===== src/rtl/uart_tx.sv =====
// UART transmitter: start bit, DBIT data bits LSB first, SB_TICK/16 stop bits, paced by a 16x s_tick.
// tx drops on the accepting edge; tx_start outside IDLE is ignored (tx_ready is the only handshake).
module uart_tx #(
    parameter int DBIT    = 8,
    parameter int SB_TICK = 16
) (
    input  logic       clk,
    input  logic       reset,
    input  logic       s_tick,
    input  logic       tx_start,
    input  logic [7:0] din,
    output logic       tx_ready,
    output logic       tx_done_tick,
    output logic       tx
);
    typedef enum logic [1:0] {IDLE, START, DATA, STOP} state_t;

    localparam logic [4:0] BIT_LAST  = 5'd15;
    localparam logic [4:0] STOP_LAST = 5'(SB_TICK - 1);
    localparam logic [2:0] DATA_LAST = 3'(DBIT - 1);

    state_t     state, state_next;
    logic [4:0] tick_cnt, tick_cnt_next;
    logic [2:0] bit_cnt, bit_cnt_next;
    logic [7:0] shift_reg, shift_next;
    logic       tx_next;
    logic       done_next;

    always_ff @(posedge clk) begin
        if (reset) begin
            state        <= IDLE;
            tick_cnt     <= '0;
            bit_cnt      <= '0;
            shift_reg    <= '0;
            tx           <= 1'b1;
            tx_done_tick <= 1'b0;
        end else begin
            state        <= state_next;
            tick_cnt     <= tick_cnt_next;
            bit_cnt      <= bit_cnt_next;
            shift_reg    <= shift_next;
            tx           <= tx_next;
            tx_done_tick <= done_next;
        end
    end

    // tx is registered, so each branch computes the line level for the coming bit.
    always_comb begin
        state_next    = state;
        tick_cnt_next = tick_cnt;
        bit_cnt_next  = bit_cnt;
        shift_next    = shift_reg;
        tx_next       = tx;
        done_next     = 1'b0;
        case (state)
            IDLE: begin
                tx_next = 1'b1;
                if (tx_start) begin
                    state_next    = START;
                    shift_next    = din;
                    tick_cnt_next = '0;
                    bit_cnt_next  = '0;
                    tx_next       = 1'b0;
                end
            end
            START: begin
                if (s_tick) begin
                    if (tick_cnt == BIT_LAST) begin
                        state_next    = DATA;
                        tick_cnt_next = '0;
                        bit_cnt_next  = '0;
                        tx_next       = shift_reg[0];
                    end else begin
                        tick_cnt_next = tick_cnt + 5'd1;
                    end
                end
            end
            DATA: begin
                if (s_tick) begin
                    if (tick_cnt == BIT_LAST) begin
                        tick_cnt_next = '0;
                        shift_next    = {1'b0, shift_reg[7:1]};
                        if (bit_cnt == DATA_LAST) begin
                            state_next = STOP;
                            tx_next    = 1'b1;
                        end else begin
                            bit_cnt_next = bit_cnt + 3'd1;
                            tx_next      = shift_reg[1];
                        end
                    end else begin
                        tick_cnt_next = tick_cnt + 5'd1;
                    end
                end
            end
            STOP: begin
                if (s_tick) begin
                    if (tick_cnt == STOP_LAST) begin
                        state_next    = IDLE;
                        tick_cnt_next = '0;
                        done_next     = 1'b1;
                    end else begin
                        tick_cnt_next = tick_cnt + 5'd1;
                    end
                end
            end
            default: state_next = IDLE;
        endcase
    end

    assign tx_ready = (state == IDLE);

endmodule


===== config.mk =====
export PLATFORM = sky130hd
export DESIGN_NAME = uart_tx
export DESIGN_NICKNAME = d
export VERILOG_FILES = /design/src/rtl/uart_tx.sv
export SDC_FILE = /design/constraint.sdc
export NUM_CORES = 1
export LEC_CHECK = 0
export BUFFER_PORTS_ARGS = -buffer_cell sky130_fd_sc_hd__buf_4
export CAP_MARGIN = 20
export CORE_MARGIN = 5
export CORE_UTILIZATION = 40
export CTS_CLUSTER_SIZE = 24
export DETAILED_ROUTE_END_ITERATION = 8
export PLACE_DENSITY_LB_ADDON = 0.15
export SLEW_MARGIN = 20
export SYNTH_ARGS = -nofsm -noshare
export SYNTH_HDL_FRONTEND = slang
export SYNTH_SLANG_ARGS = --single-unit

===== constraint.sdc =====
create_clock -name clk -period 2 [get_ports clk]
set_input_delay 0.2 -clock clk [delete_from_list [all_inputs] [get_ports clk]]
set_output_delay 0.2 -clock clk [all_outputs]
set_load 0.01 [all_outputs]

==> results.sh, run 1 <==
export IMPL_internal_power_uw=1040
export IMPL_pin_count=15
export IMPL_top_usage_layer="met2"
export IMPL_largest_reg_flops=8
export IMPL_syn_num_nets=144
export IMPL_power_density_nw_per_um2=1330
export IMPL_combPwrFrac_pct=52.9
export IMPL_final_hold_viol_count=0
export IMPL_grt_pass1_wl_mm=4.51
export IMPL_drv_slew=0
export IMPL_synth_area_sq_um=1210
export IMPL_die_y_microns=65.0
export IMPL_worst_slew_pin_slew_ns=0.474
export IMPL_cts_tree="built"
export IMPL_grtUsageMet2_pct=21.6
export IMPL_yosysTopAreaCell="dfxtp_1"
export IMPL_synth_top_area_share_pct=33.1
export IMPL_grt_max_degree=18
export IMPL_setup_tns_ns=0
export IMPL_io_buffer_count=14
export IMPL_cts_max_level=1
export IMPL_root_buffer="clkbuf_4"
export IMPL_path_class="reg -> reg"
export IMPL_holdBufCountCts=0
export IMPL_viasPerCell=5.81
export IMPL_layout_drive_gt1_share_pct=27.3
export IMPL_seqCellArea_sq_um=400
export IMPL_wl_mm=2.54
export IMPL_min_period_over_period_pct=90.8
export IMPL_via_count=999
export IMPL_synth_area_leaders="dfxtp_1 (33%), a311oi_2 (8.7%), ha_1 (8.3%)"
export IMPL_antenna_cells=0
export IMPL_drtIter0Drc=56
export IMPL_p_sw_share_pct=42.4
export IMPL_grtUsageMet3_pct=3.12
export IMPL_p_switching_uw=767
export IMPL_drc=0
export IMPL_syn_area_per_cell_sq_um=9.75
export IMPL_min_period_ns=1.82
export IMPL_leakagePower_uw=0.000522
export IMPL_ys_warn_count=0
export IMPL_critPathCaptureType="register"
export IMPL_setup_viol=0
export IMPL_p_seq_share_pct=33.1
export IMPL_start_util_pct=40.6
export IMPL_gp_congestion=0.736
export IMPL_cts_sinks=20
export IMPL_dp_hpwl_mm=1.81
export IMPL_dieArea_sq_um=4220
export IMPL_maxCapViolCount=0
export IMPL_critPathLaunchType="register"
export IMPL_use_met1_pct=17.3
export IMPL_synth_seq_cells=20
export IMPL_pwr_share_clk_pct=14.1
export IMPL_worstPathRequired_ns=2.24
export IMPL_peakVddDrop_uv=518
export IMPL_core_area_sq_um=2980
export IMPL_fin_hold_ws_ns=0.103
export IMPL_slew_headroom_pct=68.3
export IMPL_post_cts_buffers=0
export IMPL_pre_cts_ws_ns=0.212
export IMPL_netlist_instances=124
export IMPL_synth_main_ff_cell="dfxtp_1"
export IMPL_areaGrowthSynthToFinish_pct=12.3
export IMPL_hp_class="in -> reg"
export IMPL_ys_types=40
export IMPL_ys_async_sr_fraction_pct=0
export IMPL_ctsResizeCount=0
export IMPL_gr_total_overflow=0
export IMPL_seq_area_frac_synth_pct=33.1
export IMPL_grt_pass1_vias=964
export IMPL_final_util_pct=45.6
export IMPL_row_count=20
export IMPL_max_freq_mhz=550
export IMPL_fin_ws_ns=0.183
export IMPL_synth_edff_count=0
export IMPL_yosysMostFrequentCell="dfxtp_1"
export IMPL_cts_buffers=3
export IMPL_arrival_ns=2.06
export IMPL_antenna_found_initial=0
export IMPL_synth_common_cells="dfxtp_1 (20), a21oi_1 (12), ha_1 (8), mux2i_1 (8), a311oi_2 (7)"
export IMPL_rsz0062_at_grt="false"
export IMPL_cts_path_max_buffers=2
export IMPL_track_usage_pct=13.5
export IMPL_wl_per_cell_microns=14.8
export IMPL_clock_latency_ns=0.32
export IMPL_die_w_microns=65.0
export IMPL_multi_input_area_sq_um=729
export IMPL_drt_first_pass_iters=4
export IMPL_drtAntennaViolNets=0
export IMPL_outcome="finished clean"
export IMPL_path_clk_slew_ns=0.12
export IMPL_path_max_fanout=16
export IMPL_final_nets=160
export IMPL_skew_ns=0.00199
export IMPL_fill_cells=300
==> power groups by stage <==
stage / clock (uW) / combinational, uW / sequential [uW]
after floorplan: 0 / 802 / 587
after global placement: 0 / 938 / 603
after detailed placement: 0 / 953 / 606
after CTS: 255 / 958 / 598
after global routing: 280 / 1050 / 618
final: 254 / 955 / 598
==> path summary, 6_finish.rpt <==
check / depth (start not counted) / slack (ns) / to / startpoint
max: 6 / 0.18 / shift_reg[3]$_SDFFE_PP0P_ / state[0]$_SDFFE_PP0P_
min: 2 / 0.10 / tick_cnt[4]$_SDFFE_PP0P_ / tx_start
max reg2reg: 6 / 0.18 / shift_reg[3]$_SDFFE_PP0P_ / state[0]$_SDFFE_PP0P_
min reg2reg: 2 / 0.50 / bit_cnt[2]$_SDFFE_PP0P_ / bit_cnt[2]$_SDFFE_PP0P_
==> layout make-up <==
type                       instances  area share [%]
clock buffer                       4            2.67
inverter                           6            1.66
multi-input combinational         92            53.7
sequential                        20            29.5
tap                               33            3.04
timing repair buffer              17            9.40
==> through the flow <==
| step | instance area (sq um) | instances | power, uW |
|---|---|---|---|
| 3_3_place_gp | 1320 | 168 | 1540 |
| 3_5_place_dp | 1320 | 168 | 1560 |
| 6_report | 1360 | 172 | 1810 |
| 2_1_floorplan | 1210 | 124 | 1390 |
| 4_1_cts | 1360 | 172 | 1810 |
| 5_1_grt | 1360 | 172 | 1940 |
==> placed cells by master, fill, tap and decap left out, drive strengths merged, types with 2 or more instances in the layout <==
| cell type | Yosys | final |
|---|---|---|
| dfxtp | 20 | 20 |
| buf | 5 | 17 |
| a21oi | 15 | 15 |
| a311oi | 9 | 9 |
| mux2i | 8 | 8 |
| ha | 8 | 8 |
| inv | 6 | 6 |
| nor2 | 6 | 6 |
| nand2 | 5 | 5 |
| o21ai | 4 | 4 |
| nand4 | 4 | 4 |
| nand3 | 4 | 4 |
| clkbuf | 1 | 4 |
| nor2b | 4 | 4 |
| and3 | 3 | 3 |
| nor3 | 3 | 3 |
| nand2b | 3 | 3 |
| a31oi | 2 | 2 |
| a21o | 2 | 2 |
==> cell families (layout without fill, tap and decap cells) <==
group | Yosys count | in the layout | share of synthesized area [%]
AOI/OAI and AO/OA | 40 | 40 | 28.2
and+or+nand+nor | 36 | 36 | 17.3
DFF | 20 | 20 | 33.1
buffers and inverters | 12 | 27 | 6.52
adders and majority gates | 8 | 8 | 8.28
muxes | 8 | 8 | 6.63
==> routing by layer <==
metal / vias up / wire, microns
li1: 498 / -
met1: 468 / 1170
met2: 28 / 1180
met3: 5 / 143
met4: 0 / 42
met5: - / 0
==> critical path, stage by stage (launching register included) <==
cell      delay [ns]
dfxtp_1         0.44
inv_1           0.09
ha_1            0.21
nor2b_2         0.19
nor2_4          0.41
a21oi_1         0.14
a311oi_2        0.26
Note: power is estimated with default switching activity, not from simulation.
==> run 2: changes to the inputs <==
--- a/config.mk
+++ b/config.mk
@@ -12,6 +12,7 @@
 export CTS_CLUSTER_SIZE = 24
 export DETAILED_ROUTE_END_ITERATION = 8
 export PLACE_DENSITY_LB_ADDON = 0.15
+export RECOVER_POWER = 50
 export SLEW_MARGIN = 20
 export SYNTH_ARGS = -nofsm -noshare
 export SYNTH_HDL_FRONTEND = slang
==> constraint.sdc (replaced) <==
create_clock -name clk -period 2.3 [get_ports clk]
set_input_delay 0.115 -clock clk [delete_from_list [all_inputs] [get_ports clk]]
set_output_delay 0.115 -clock clk [all_outputs]
set_load 0.01 [all_outputs]
==> results.sh, run 2 (synthesis gave the netlist of run 1 again) <==
export IMPL_path_class="reg -> reg"
export IMPL_ctsResizeCount=0
export IMPL_r2r_cells=6
export IMPL_worstPathRequired_ns=2.52
export IMPL_gr_total_overflow=0
export IMPL_largest_reg_flops=8
export IMPL_dieArea_sq_um=4220
export IMPL_hp_class="in -> reg"
export IMPL_layout_common_cells="dfxtp_1 (20), a21oi_1 (12), buf_4 (12), mux2i_1 (8), ha_1 (8)"
export IMPL_critPathCaptureType="register"
export IMPL_viasPerCell=5.99
export IMPL_grt_pass1_wl_mm=4.51
export IMPL_cts_max_level=1
export IMPL_crit_family="simple AND/OR/NAND/NOR gates"
export IMPL_core_area_sq_um=2980
export IMPL_die_y_microns=65.0
export IMPL_cts_sinks=20
export IMPL_skew_ns=0.00148
export IMPL_final_util_pct=43.9
export IMPL_die_w_microns=65.0
export IMPL_place_area_sq_um=1310
export IMPL_path_depth=6
export IMPL_final_hold_viol_count=0
export IMPL_root_buffer="clkbuf_4"
export IMPL_arrival_ns=2.18
export IMPL_cts_path_max_buffers=2
export IMPL_antenna_found_initial=0
export IMPL_drv_slew=0
export IMPL_slew_headroom_pct=68.4
export IMPL_leakagePower_uw=0.000492
export IMPL_drtAntennaViolNets=0
export IMPL_grt_max_degree=18
export IMPL_io_buffer_count=14
export IMPL_rsz0062_at_grt="false"
export IMPL_wl_mm=2.51
export IMPL_setup_viol=0
export IMPL_path_max_fanout=16
export IMPL_max_freq_mhz=509
export IMPL_multi_input_area_sq_um=721
export IMPL_maxCapViolCount=0
export IMPL_min_period_over_period_pct=85.4
export IMPL_holdBufCountCts=0
export IMPL_drc=0
export IMPL_fin_area_sq_um=1310
export IMPL_row_count=20
export IMPL_antenna_cells=0
export IMPL_post_cts_buffers=0
export IMPL_crit_chain="inv_1, ha_1, nor2b_1, nor2_4, a21oi_1, a311oi_2"
export IMPL_via_count=1012
export IMPL_slowest_stage="dfxtp_1"
export IMPL_start_util_pct=40.6
export IMPL_path_clk_slew_ns=0.11
export IMPL_drtIter0Drc=46
export IMPL_gp_congestion=0.767
export IMPL_seqCellArea_sq_um=400
export IMPL_setup_tns_ns=0
export IMPL_layout_drive_gt1_share_pct=22.1
export IMPL_pin_count=15
export IMPL_critPathMaxStageDelay_ns=0.44
export IMPL_cts_tree="built"
export IMPL_worst_slew_pin_slew_ns=0.472
export IMPL_track_usage_pct=13.4
export IMPL_cts_buffers=3
export IMPL_min_period_ns=1.96
export IMPL_dp_hpwl_mm=1.86
export IMPL_power_density_nw_per_um2=1120
export IMPL_clock_latency_ns=0.30
export IMPL_outcome="finished clean"
export IMPL_drt_first_pass_iters=4
export IMPL_worst_path_buf_inv=1
export IMPL_fill_cells=312
export IMPL_peakVddDrop_uv=457
export IMPL_wl_per_cell_microns=14.8
export IMPL_final_common_cell="dfxtp_1"
export IMPL_areaGrowthSynthToFinish_pct=8.28
export IMPL_grt_pass1_vias=1003
export IMPL_critPathLaunchType="register"
export IMPL_hold_depth=2
export IMPL_final_nets=158
[run 2: final cells by class]
| class | count | share of cell area [%] |
|---|---|---|
| Clock buffer | 3 | 1.72 |
| Inverter | 6 | 1.72 |
| Multi-Input combinational cell | 92 | 55.1 |
| Sequential cell | 20 | 30.6 |
| Tap cell | 33 | 3.15 |
| Timing Repair Buffer | 15 | 7.74 |
[run 2: worst paths after layout]
check | slack, ns | start | end
max reg2reg | 0.34 | state[0]$_SDFFE_PP0P_ | shift_reg[0]$_SDFFE_PP0P_
min | 0.04 | tx_start | tick_cnt[4]$_SDFFE_PP0P_
min reg2reg | 0.47 | tx$_SDFFE_PP1P_ | tx$_SDFFE_PP1P_
max | 0.34 | state[0]$_SDFFE_PP0P_ | shift_reg[0]$_SDFFE_PP0P_
[run 2: routing by layer]
layer / up-vias / GRT usage, % / wire (microns)
met3: 4 / 3.29 / 142
met1: 487 / 16.1 / 1100
met2: 25 / 22.6 / 1230
met4: 0 / 5.54 / 32
met5: - / 0 / 0
li1: 496 / - / -
[run 2: stage by stage]
| stage | hold slack (ns) | power, uW | setup slack [ns] | cells |
|---|---|---|---|---|
| CTS | 0.0274 | 1510 | 0.334 | 169 |
| global placement | 0.360 | 1310 | 0.455 | 166 |
| global route | 0.0434 | 1600 | 0.121 | 169 |
| floorplan | 0.223 | 1210 | 0.638 | 124 |
| finish | 0.0372 | 1470 | 0.336 | 169 |
| detailed placement | 0.360 | 1340 | 0.362 | 166 |
[run 2: where the power goes]
group	total, uW	internal (uW)	switching [uW]
clock network	167	61.0	106
registers	517	445	71.8
logic	784	324	460
total	1470	830	638
